$ cat src/rtl/cla144_sched.sv
// cla144_sched: shares one 144-bit carry-lookahead adder between two requesters, with
// locked multi-beat chains. Define CLA144_SCHED_OVF_EN to add the rsp_ovf output.
module cla144_sched #(
  parameter int WIDTH = 144
) (
  input  logic             clk,
  input  logic             rst,
  input  logic             req0_valid,
  output logic             req0_ready,
  input  logic [WIDTH-1:0] req0_a,
  input  logic [WIDTH-1:0] req0_b,
  input  logic             req0_cin,
  input  logic             req0_last,
  input  logic             req1_valid,
  output logic             req1_ready,
  input  logic [WIDTH-1:0] req1_a,
  input  logic [WIDTH-1:0] req1_b,
  input  logic             req1_cin,
  input  logic             req1_last,
  output logic             rsp_valid,
  input  logic             rsp_ready,
  output logic [WIDTH-1:0] rsp_sum,
  output logic             rsp_cout,
  output logic             rsp_id,
`ifdef CLA144_SCHED_OVF_EN
  output logic             rsp_last,
  output logic             rsp_ovf
`else
  output logic             rsp_last
`endif
);

  localparam int NGRP = WIDTH / 4;
  localparam int NSUP = NGRP / 4;

  typedef enum logic [1:0] {IDLE, LOCK0, LOCK1} state_t;

  state_t           state;
  logic             rr;
  logic             grant0;
  logic             grant1;
  logic             s1_load;
  logic             s2_load;
  logic             acc0;
  logic             acc1;
  logic             acc;
  logic             acc_id;
  logic             acc_last;
  logic             acc_cin;
  logic [WIDTH-1:0] acc_a;
  logic [WIDTH-1:0] acc_b;

  logic             s1_valid;
  logic [WIDTH-1:0] s1_a;
  logic [WIDTH-1:0] s1_b;
  logic             s1_cin;
  logic             s1_id;
  logic             s1_last;
  logic             s1_chain;

  logic             carry_reg;
  logic             cin_used;
  logic [WIDTH-1:0] add_sum;
  logic             add_cout;

  // rr = 1 means requester 1 has priority when both are valid in IDLE.
  always_comb begin
    grant0 = 1'b0;
    grant1 = 1'b0;
    case (state)
      LOCK0: grant0 = 1'b1;
      LOCK1: grant1 = 1'b1;
      default: begin
        if (req0_valid && req1_valid) begin
          grant0 = !rr;
          grant1 = rr;
        end else begin
          grant0 = req0_valid;
          grant1 = req1_valid;
        end
      end
    endcase
  end

  assign s2_load    = !rsp_valid || rsp_ready;
  assign s1_load    = !s1_valid || s2_load;
  assign req0_ready = grant0 && s1_load && !rst;
  assign req1_ready = grant1 && s1_load && !rst;

  assign acc0     = req0_valid && req0_ready;
  assign acc1     = req1_valid && req1_ready;
  assign acc      = acc0 || acc1;
  assign acc_id   = acc1;
  assign acc_a    = acc1 ? req1_a : req0_a;
  assign acc_b    = acc1 ? req1_b : req0_b;
  assign acc_cin  = acc1 ? req1_cin : req0_cin;
  assign acc_last = acc1 ? req1_last : req0_last;

  always_ff @(posedge clk) begin
    if (rst) begin
      state <= IDLE;
      rr    <= 1'b0;
    end else if (acc) begin
      if (acc_last) begin
        state <= IDLE;
        rr    <= !acc_id;
      end else if (state == IDLE) begin
        state <= acc_id ? LOCK1 : LOCK0;
      end
    end
  end

  // Any beat accepted while locked continues a chain and takes the registered carry.
  always_ff @(posedge clk) begin
    if (rst) begin
      s1_valid <= 1'b0;
      s1_a     <= '0;
      s1_b     <= '0;
      s1_cin   <= 1'b0;
      s1_id    <= 1'b0;
      s1_last  <= 1'b0;
      s1_chain <= 1'b0;
    end else if (s1_load) begin
      s1_valid <= acc;
      if (acc) begin
        s1_a     <= acc_a;
        s1_b     <= acc_b;
        s1_cin   <= acc_cin;
        s1_id    <= acc_id;
        s1_last  <= acc_last;
        s1_chain <= (state != IDLE);
      end
    end
  end

  assign cin_used = s1_chain ? carry_reg : s1_cin;

  // Three-level lookahead: 4-bit groups, 16-bit supergroups, then the full word.
  always_comb begin : cla_core
    logic [WIDTH-1:0] bg;
    logic [WIDTH-1:0] bp;
    logic [WIDTH-1:0] bc;
    logic [NGRP-1:0]  gg;
    logic [NGRP-1:0]  gp;
    logic [NGRP-1:0]  gc;
    logic [NSUP-1:0]  sg;
    logic [NSUP-1:0]  sp;
    logic [NSUP-1:0]  sc;
    logic             g_out;
    logic             p_out;

    bg = s1_a & s1_b;
    bp = s1_a ^ s1_b;
    for (int k = 0; k < NGRP; k++) begin
      gg[k] = bg[4*k+3] | (bp[4*k+3] & bg[4*k+2]) | (bp[4*k+3] & bp[4*k+2] & bg[4*k+1])
            | (bp[4*k+3] & bp[4*k+2] & bp[4*k+1] & bg[4*k]);
      gp[k] = &bp[4*k +: 4];
    end
    for (int j = 0; j < NSUP; j++) begin
      sg[j] = gg[4*j+3] | (gp[4*j+3] & gg[4*j+2]) | (gp[4*j+3] & gp[4*j+2] & gg[4*j+1])
            | (gp[4*j+3] & gp[4*j+2] & gp[4*j+1] & gg[4*j]);
      sp[j] = &gp[4*j +: 4];
    end
    g_out = 1'b0;
    p_out = 1'b1;
    for (int j = 0; j < NSUP; j++) begin
      g_out = sg[j] | (sp[j] & g_out);
      p_out = p_out & sp[j];
    end
    sc[0] = cin_used;
    for (int j = 1; j < NSUP; j++) begin
      sc[j] = sg[j-1] | (sp[j-1] & sc[j-1]);
    end
    for (int j = 0; j < NSUP; j++) begin
      gc[4*j] = sc[j];
      for (int i = 1; i < 4; i++) begin
        gc[4*j+i] = gg[4*j+i-1] | (gp[4*j+i-1] & gc[4*j+i-1]);
      end
    end
    for (int k = 0; k < NGRP; k++) begin
      bc[4*k] = gc[k];
      for (int i = 1; i < 4; i++) begin
        bc[4*k+i] = bg[4*k+i-1] | (bp[4*k+i-1] & bc[4*k+i-1]);
      end
    end
    add_sum  = bp ^ bc;
    add_cout = g_out | (p_out & cin_used);
  end

  // Carry is only captured when a real beat moves on, so bubbles leave it untouched.
  always_ff @(posedge clk) begin
    if (rst) begin
      rsp_valid <= 1'b0;
      rsp_sum   <= '0;
      rsp_cout  <= 1'b0;
      rsp_id    <= 1'b0;
      rsp_last  <= 1'b0;
      carry_reg <= 1'b0;
`ifdef CLA144_SCHED_OVF_EN
      rsp_ovf   <= 1'b0;
`endif
    end else if (s2_load) begin
      rsp_valid <= s1_valid;
      if (s1_valid) begin
        rsp_sum   <= add_sum;
        rsp_cout  <= add_cout;
        rsp_id    <= s1_id;
        rsp_last  <= s1_last;
        carry_reg <= add_cout;
`ifdef CLA144_SCHED_OVF_EN
        rsp_ovf   <= s1_a[WIDTH-1] ^ s1_b[WIDTH-1] ^ add_sum[WIDTH-1] ^ add_cout;
`endif
      end
    end
  end

endmodule

$ cat config.mk
export PLATFORM = sky130hd
export DESIGN_NAME = cla144_sched
export DESIGN_NICKNAME = d
export VERILOG_FILES = /design/src/rtl/cla144_sched.sv
export SDC_FILE = /design/constraint.sdc
export NUM_CORES = 1
export LEC_CHECK = 0
export ABC_AREA = 1
export BUFFER_PORTS_ARGS = -buffer_cell sky130_fd_sc_hd__buf_2
export CAP_MARGIN = 10
export CORE_AREA = 2 2 289 291
export DETAILED_ROUTE_END_ITERATION = 7
export DIE_AREA = 0 0 291 293
export HOLD_SLACK_MARGIN = 0.06
export SLEW_MARGIN = 40
export SYNTH_ARGS = -nofsm -noshare
export SYNTH_HDL_FRONTEND = slang
export SYNTH_SLANG_ARGS = --single-unit
$ cat constraint.sdc
create_clock -name clk -period 4.9 [get_ports clk]
set_input_delay 0.735 -clock clk [delete_from_list [all_inputs] [get_ports clk]]
set_output_delay 0.735 -clock clk [all_outputs]
set_load 0.1 [all_outputs]
## Yosys cells after proc, flatten, opt, wreduce, memory -nomap -nowiden

Cells that the tools add are included.
Widths: inputs -> output; s select.

| storage, ports and cells | value |
|---|---|
| output and inout bits | 150 |
| input bits | 585 |
| bits in registers | 444 |
| word-level logic and storage cells | 770 |

| operators by class | value |
|---|---|
| reductions and logical operators | 67 |
| muxes and demuxes | 12 |
| bitwise operators | 675 |
| eq/ne operators | 2 |

Operators by type and width:

| operator | count |
|---|---|
| $and 1x1->1 | 385 |
| $mux 144 | 2 |
| $xor 144x144->144 | 2 |
| $or 1x1->1 | 287 |
| $and 144x144->144 | 1 |
| $reduce_and 16->1 | 9 |
| $reduce_and 4->1 | 36 |
| $reduce_and 2->1 | 4 |
| $logic_and 1x1->1 | 7 |
| $mux 2 | 3 |
| $logic_not 1->1 | 5 |
| $mux 1 | 5 |
| $pmux 1 s2 | 2 |
| $reduce_bool 2->1 | 2 |
| $logic_or 1x1->1 | 3 |
| $eq 2x1->1 const B | 1 |
| $eq 2x2->1 const B | 1 |
| $logic_not 2->1 | 1 |

## Depth between registers and ports, before layout

| depth | value |
|---|---|
| depth after elaboration | 37 |
| gate-level depth with buffers | 32 |

## Worst setup path before layout

No wires, ideal clock.

| path | value |
|---|---|
| path type | reg-to-reg |
| from | register rsp_valid |
| to | register s1_a[103] |
| stages on the path, launching flop included | 10 |
| path slack | 368 ps |
| library setup time | 136 ps |
| path buffers | 3 |
| arrival time | 4,396 ps |
| path through | dfxtp_1 -> nand2_1 -> nor2_1 -> nor3_1 -> nand2_1 -> nand2_1 -> clkbuf_1 -> clkbuf_1 -> clkbuf_1 -> a31oi_1 |

| on the way | value |
|---|---|
| word-level cells in the longest chain between the ends | 8 |
| elaborated cells between the ends (all ways) | 12 |
| classes of those cells | mux (1); reduce/logical (11) |

Ends and longest elaborated chain:

| element | line | source |
|---|---|---|
| from (decl) | 20 | `output logic rsp_valid,` |
| from (signal assigned) | 203 | `rsp_valid <= s1_valid;` |
| $logic_not 1->1 | 85 | `assign s2_load = !rsp_valid \|\| rsp_ready;` |
| $logic_or 1x1->1 | 85 |  |
| $logic_or 1x1->1 | 86 | `assign s1_load = !s1_valid \|\| s2_load;` |
| $logic_and 1x1->1 (2 in a row) | 87 | `assign req0_ready = grant0 && s1_load && !rst;` |
| net req0_ready | 9 | `output logic req0_ready,` |
| $logic_and 1x1->1 | 90 | `assign acc0 = req0_valid && req0_ready;` |
| $logic_or 1x1->1 | 92 | `assign acc = acc0 \|\| acc1;` |
| $reduce_and 2->1 (no line) | -- |  |
| to (signal assigned) | 117 | `s1_a <= '0;` |
| to (signal assigned) | 126 | `s1_a <= acc_a;` |
| to (decl) | 54 | `logic [WIDTH-1:0] s1_a;` |

The timed path passes the listed nets, and every way through them passes these cells.
A chain may end at the register's enable or synchronous reset.

## Worst setup path in the final report

| path | value |
|---|---|
| from | register s1_a[3] |
| to | register rsp_sum[143] |

| on the way | value |
|---|---|
| word-level cells in the longest chain between the ends | 35 |
| elaborated cells between the ends (all ways) | 42 |
| classes of those cells | bitwise (41); reduce/logical (1) |

Ends and longest elaborated chain:

| element | line | source |
|---|---|---|
| $xor 144x144->144 | 153 | `bp = s1_a ^ s1_b;` |
| $and 1x1->1 (on tied branches) | 155, 156 |  |
| $or 1x1->1 (tied with other cells) | 155 | `gg[k] = bg[4*k+3] \| (bp[4*k+3] & bg[4*k+2]) \| (bp[4*k+3] & bp[4*k+2] & bg[4*k+1])` |
| $or 1x1->1 / $and 1x1->1 (equally long branches) | 155, 156 |  |
| $or 1x1->1 | 156 | `\| (bp[4*k+3] & bp[4*k+2] & bp[4*k+1] & bg[4*k]);` |
| $and 1x1->1 | 161 | `\| (gp[4*j+3] & gp[4*j+2] & gp[4*j+1] & gg[4*j]);` |
| $or 1x1->1 | 161 |  |
| $or 1x1->1 (*) | 172 | `sc[j] = sg[j-1] \| (sp[j-1] & sc[j-1]);` |
| [19 not listed] | -- |  |
| $or 1x1->1 (*) | 177 | `gc[4*j+i] = gg[4*j+i-1] \| (gp[4*j+i-1] & gc[4*j+i-1]);` |
| $and 1x1->1 (*) | 183 | `bc[4*k+i] = bg[4*k+i-1] \| (bp[4*k+i-1] & bc[4*k+i-1]);` |
| $or 1x1->1 (*) | 183 |  |
| $and 1x1->1 (*) | 183 |  |
| $or 1x1->1 (*) | 183 |  |
| $and 1x1->1 (*) | 183 |  |
| $or 1x1->1 (*) | 183 |  |
| $xor 144x144->144 (*) | 186 | `add_sum = bp ^ bc;` |
| to (signal assigned) | 205 | `rsp_sum <= add_sum;` |
| to (decl) | 22 | `output logic [WIDTH-1:0] rsp_sum,` |

Mark *: on every way between the ends. The rest lies on a longest branch, timed or not.

==> flow_metrics.tcl <==
set metrics [dict create \
    arrival_ns 5.03 \
    yosys.area.top_type "dfxtp_1" \
    synth-main-ff-cell "dfxtp_1" \
    die_h_um 293 \
    period_needed_ns 4.58 \
    crit_buf_inv 0 \
    maxCapViolCount 0 \
    drv_slew 0 \
    drive_gt1_frac 0.252 \
    cp_slowest_cell "fa_1" \
    ys_top_cells_by_count "674 x nand2_1, 452 x o21ai_0, 444 x dfxtp_1, 299 x a31oi_1, 243 x nor2_1" \
    ioPinCount 735 \
    cts_buffers 52 \
    critical-path-top-delay-family "simple AND/OR/NAND/NOR gates" \
    fin_crit_sh 0.934 \
    fill_cells 8617 \
    fin_nets 4421 \
    timing.hold.ws_ns 0.397 \
    grt_max_degree 218 \
    syn_area_mm2 0.0235 \
    synth_edf_count 0 \
    start_util 0.287 \
    dp_hpwl_um 66600 \
    synth_area_leaders "dfxtp_1 38%, nand2_1 11%, o21ai_0 9.6%, fa_1 9.2%, a31oi_1 8.0%" \
    area_growth_pct 27.6 \
    grt_pass1_vias 22900 \
    ys_seq_area_frac 0.379 \
    routedWlPerCell_um 18.7 \
    via_count 23400 \
    grt_overflow 0 \
    ys_seq_elements 444 \
    fin_util 0.366 \
    p_sw_mw 7.78 \
    setup_viol 0 \
    p_clk_frac 0.239 \
    std_cell_rows 105 \
    viasPerCell 4.98 \
    root_buffer "clkbuf_16" \
    wirelength_um 87700 \
    synth_most_common_cell "nand2_1" \
    yosysTopAreaCellShare 0.379 \
    grt_busiest_layer "met2" \
    globalRouteMet1Util 0.241 \
    top_regs "rsp_sum (144), s1_a (144), s1_b (144)" \
    antenna_found_initial 11 \
    dieArea_mm2 0.0853 \
    pwr-share-seq 0.333 \
    coreArea_mm2 0.0818 \
    worstSkewPairLatency_ns 0.60 \
    final-hold-violation-count 0 \
    min_path_type "in2reg" \
    drtPass1Iterations 6 \
    clock-skew-final_ns 0.0270 \
    synthArstFlopShare 0 \
    clock_path_buffers 3 \
    synth_cell_types 41 \
    peakVddDrop_v 0.000291 \
    end_kind "register" \
    synth_cells 2961 \
    yosys_warnings 0 \
    internal_power_mw 9.15 \
    drt_iter0_drc 1150 \
    powerDensity_mw_per_mm2 565 \
    cts_tree "built" \
    die_w_um 291 \
    combinationalPowerShare 0.428 \
    synth.net_count 3801 \
    grt_util_met2 0.339 \
    crit_type "reg2reg" \
    cts_sinks 444 \
    post_cts_buffers 0 \
    max_freq_mhz 218 \
    cp_data_required_time_ns 5.35 \
    gp_congestion 0.901 \
    start_kind "register" \
    slew-limit-headroom 0.383 \
    placed_cell_area_mm2 0.0281 \
    grt_pass1_wl_um 132000 \
    design_area_mm2 0.0299 \
    setup_tns_ns 0 \
    tightest_slew_ns 0.926 \
    route.detailed.drc 0 \
    slowest_delay_ns 0.40 \
    avgSynthCellArea_um2 7.92 \
    status "finished clean" \
    grt_use_met3 0.0395 \
    cp_max_fo 5 \
    p_leak_nw 14.3 \
    switching_share 0.460 \
    htree_levels 2 \
    portBuffers 734 \
    grt.total_usage 0.198 \
    ant_nets 0 \
    clk_pin_slew_ns 0.06 \
]
==> cells in the final DEF, fill, tap and decap left out, types with 4 or more instances in the layout <==
cell,netlist,routed
a221o_1,6,6
buf_4,0,31
a311oi_1,5,5
clkbuf_8,0,10
buf_2,10,734
nand2_2,11,11
fa_1,108,108
clkbuf_1,198,4
a31oi_1,299,299
ha_1,147,146
nor2_4,4,5
clkbuf_16,0,53
nor3_2,3,4
buf_12,0,8
clkinv_2,0,10
xor2_1,9,9
o21ai_0,452,452
a211oi_1,6,6
inv_1,103,101
o221ai_1,4,4
nand2_1,674,672
xnor2_1,27,27
inv_6,0,5
nor2_1,243,242
nand3_1,52,52
nand2_4,8,10
clkinvlp_4,0,6
a21oi_1,88,87
inv_2,9,8
dfxtp_1,444,444
bufinv_16,0,5
nand4_1,23,23
==> power groups by stage <==
stage / clock [mW] / combinational (mW) / sequential, mW
after floorplan: 0 / 3.66 / 7.11
after global placement: 0 / 7.22 / 5.67
after detailed placement: 0 / 7.23 / 5.71
after CTS: 4.15 / 7.27 / 5.64
after global routing: 4.29 / 8.02 / 5.78
final: 4.04 / 7.25 / 5.64
==> area by class of cell <==
| class | count | area, um^2 | share of cell area |
|---|---|---|---|
| diodes | 3 | 7.51 | 0.000251 |
| well taps | 1070 | 1340 | 0.0447 |
| repair buffers | 774 | 4090 | 0.137 |
| clock inverters | 27 | 298 | 0.00994 |
| multi-input cells | 2196 | 13400 | 0.447 |
| clock buffers | 67 | 1480 | 0.0494 |
| inverters | 113 | 444 | 0.0148 |
| flip-flops and latches | 444 | 8890 | 0.297 |
==> worst register-to-register path: cells and delay by family (launching register included) <==
kind / cells / cell delay (ns)
and+or+nand+nor: 23 / 2.14
adders and majority gates: 4 / 1.56
xor gates and xnor gates: 1 / 0.16
DFF: 1 / 0.31
AOI/OAI and AO/OA: 2 / 0.27
==> path summary, 6_finish.rpt <==
path / slack (ns) / start / to / cells after the start
max: 0.32 / s1_a[3] / rsp_sum[143] / 30
min: 0.40 / req0_b[121] / s1_b[121] / 3
max reg2reg: 0.32 / s1_a[3] / rsp_sum[143] / 30
min reg2reg: 0.47 / rsp_sum[109] / rsp_sum[109] / 2
==> layer usage <==
layer  share of wire  up-vias
met4           0.043       14
met2            0.48      756
li1                -    11400
met1            0.41    11000
met3           0.062      191
met5          0.0010        -
==> per-stage QoR <==
step,power (mW),setup WS (ns),cells
floorplan,10.8,0.368,2961
global placement,12.9,0.375,4596
detailed placement,12.9,0.314,4596
CTS,17.1,0.288,4690
global route,18.1,-0.0133,4694
finish,16.9,0.321,4694
==> cell families (layout without fill, tap and decap cells) <==
group / Yosys count / after routing / share of synthesized area
AO/OA/AOI/OAI: 874 / 874 / 0.208
buffers and inverters: 321 / 981 / 0.0519
adder cells (fa/ha/maj): 255 / 255 / 0.171
AND/OR/NAND/NOR: 1031 / 1031 / 0.178
other: 0 / 3 / 0
flip-flops: 444 / 444 / 0.379
XOR/XNOR: 36 / 36 / 0.0134
==> repair_timing <==
action,in CTS,in global routing
hold buffers,0,0
resized for setup,0,3
setup endpoints to repair,0,2
Note: power is estimated with default switching activity, not from simulation.
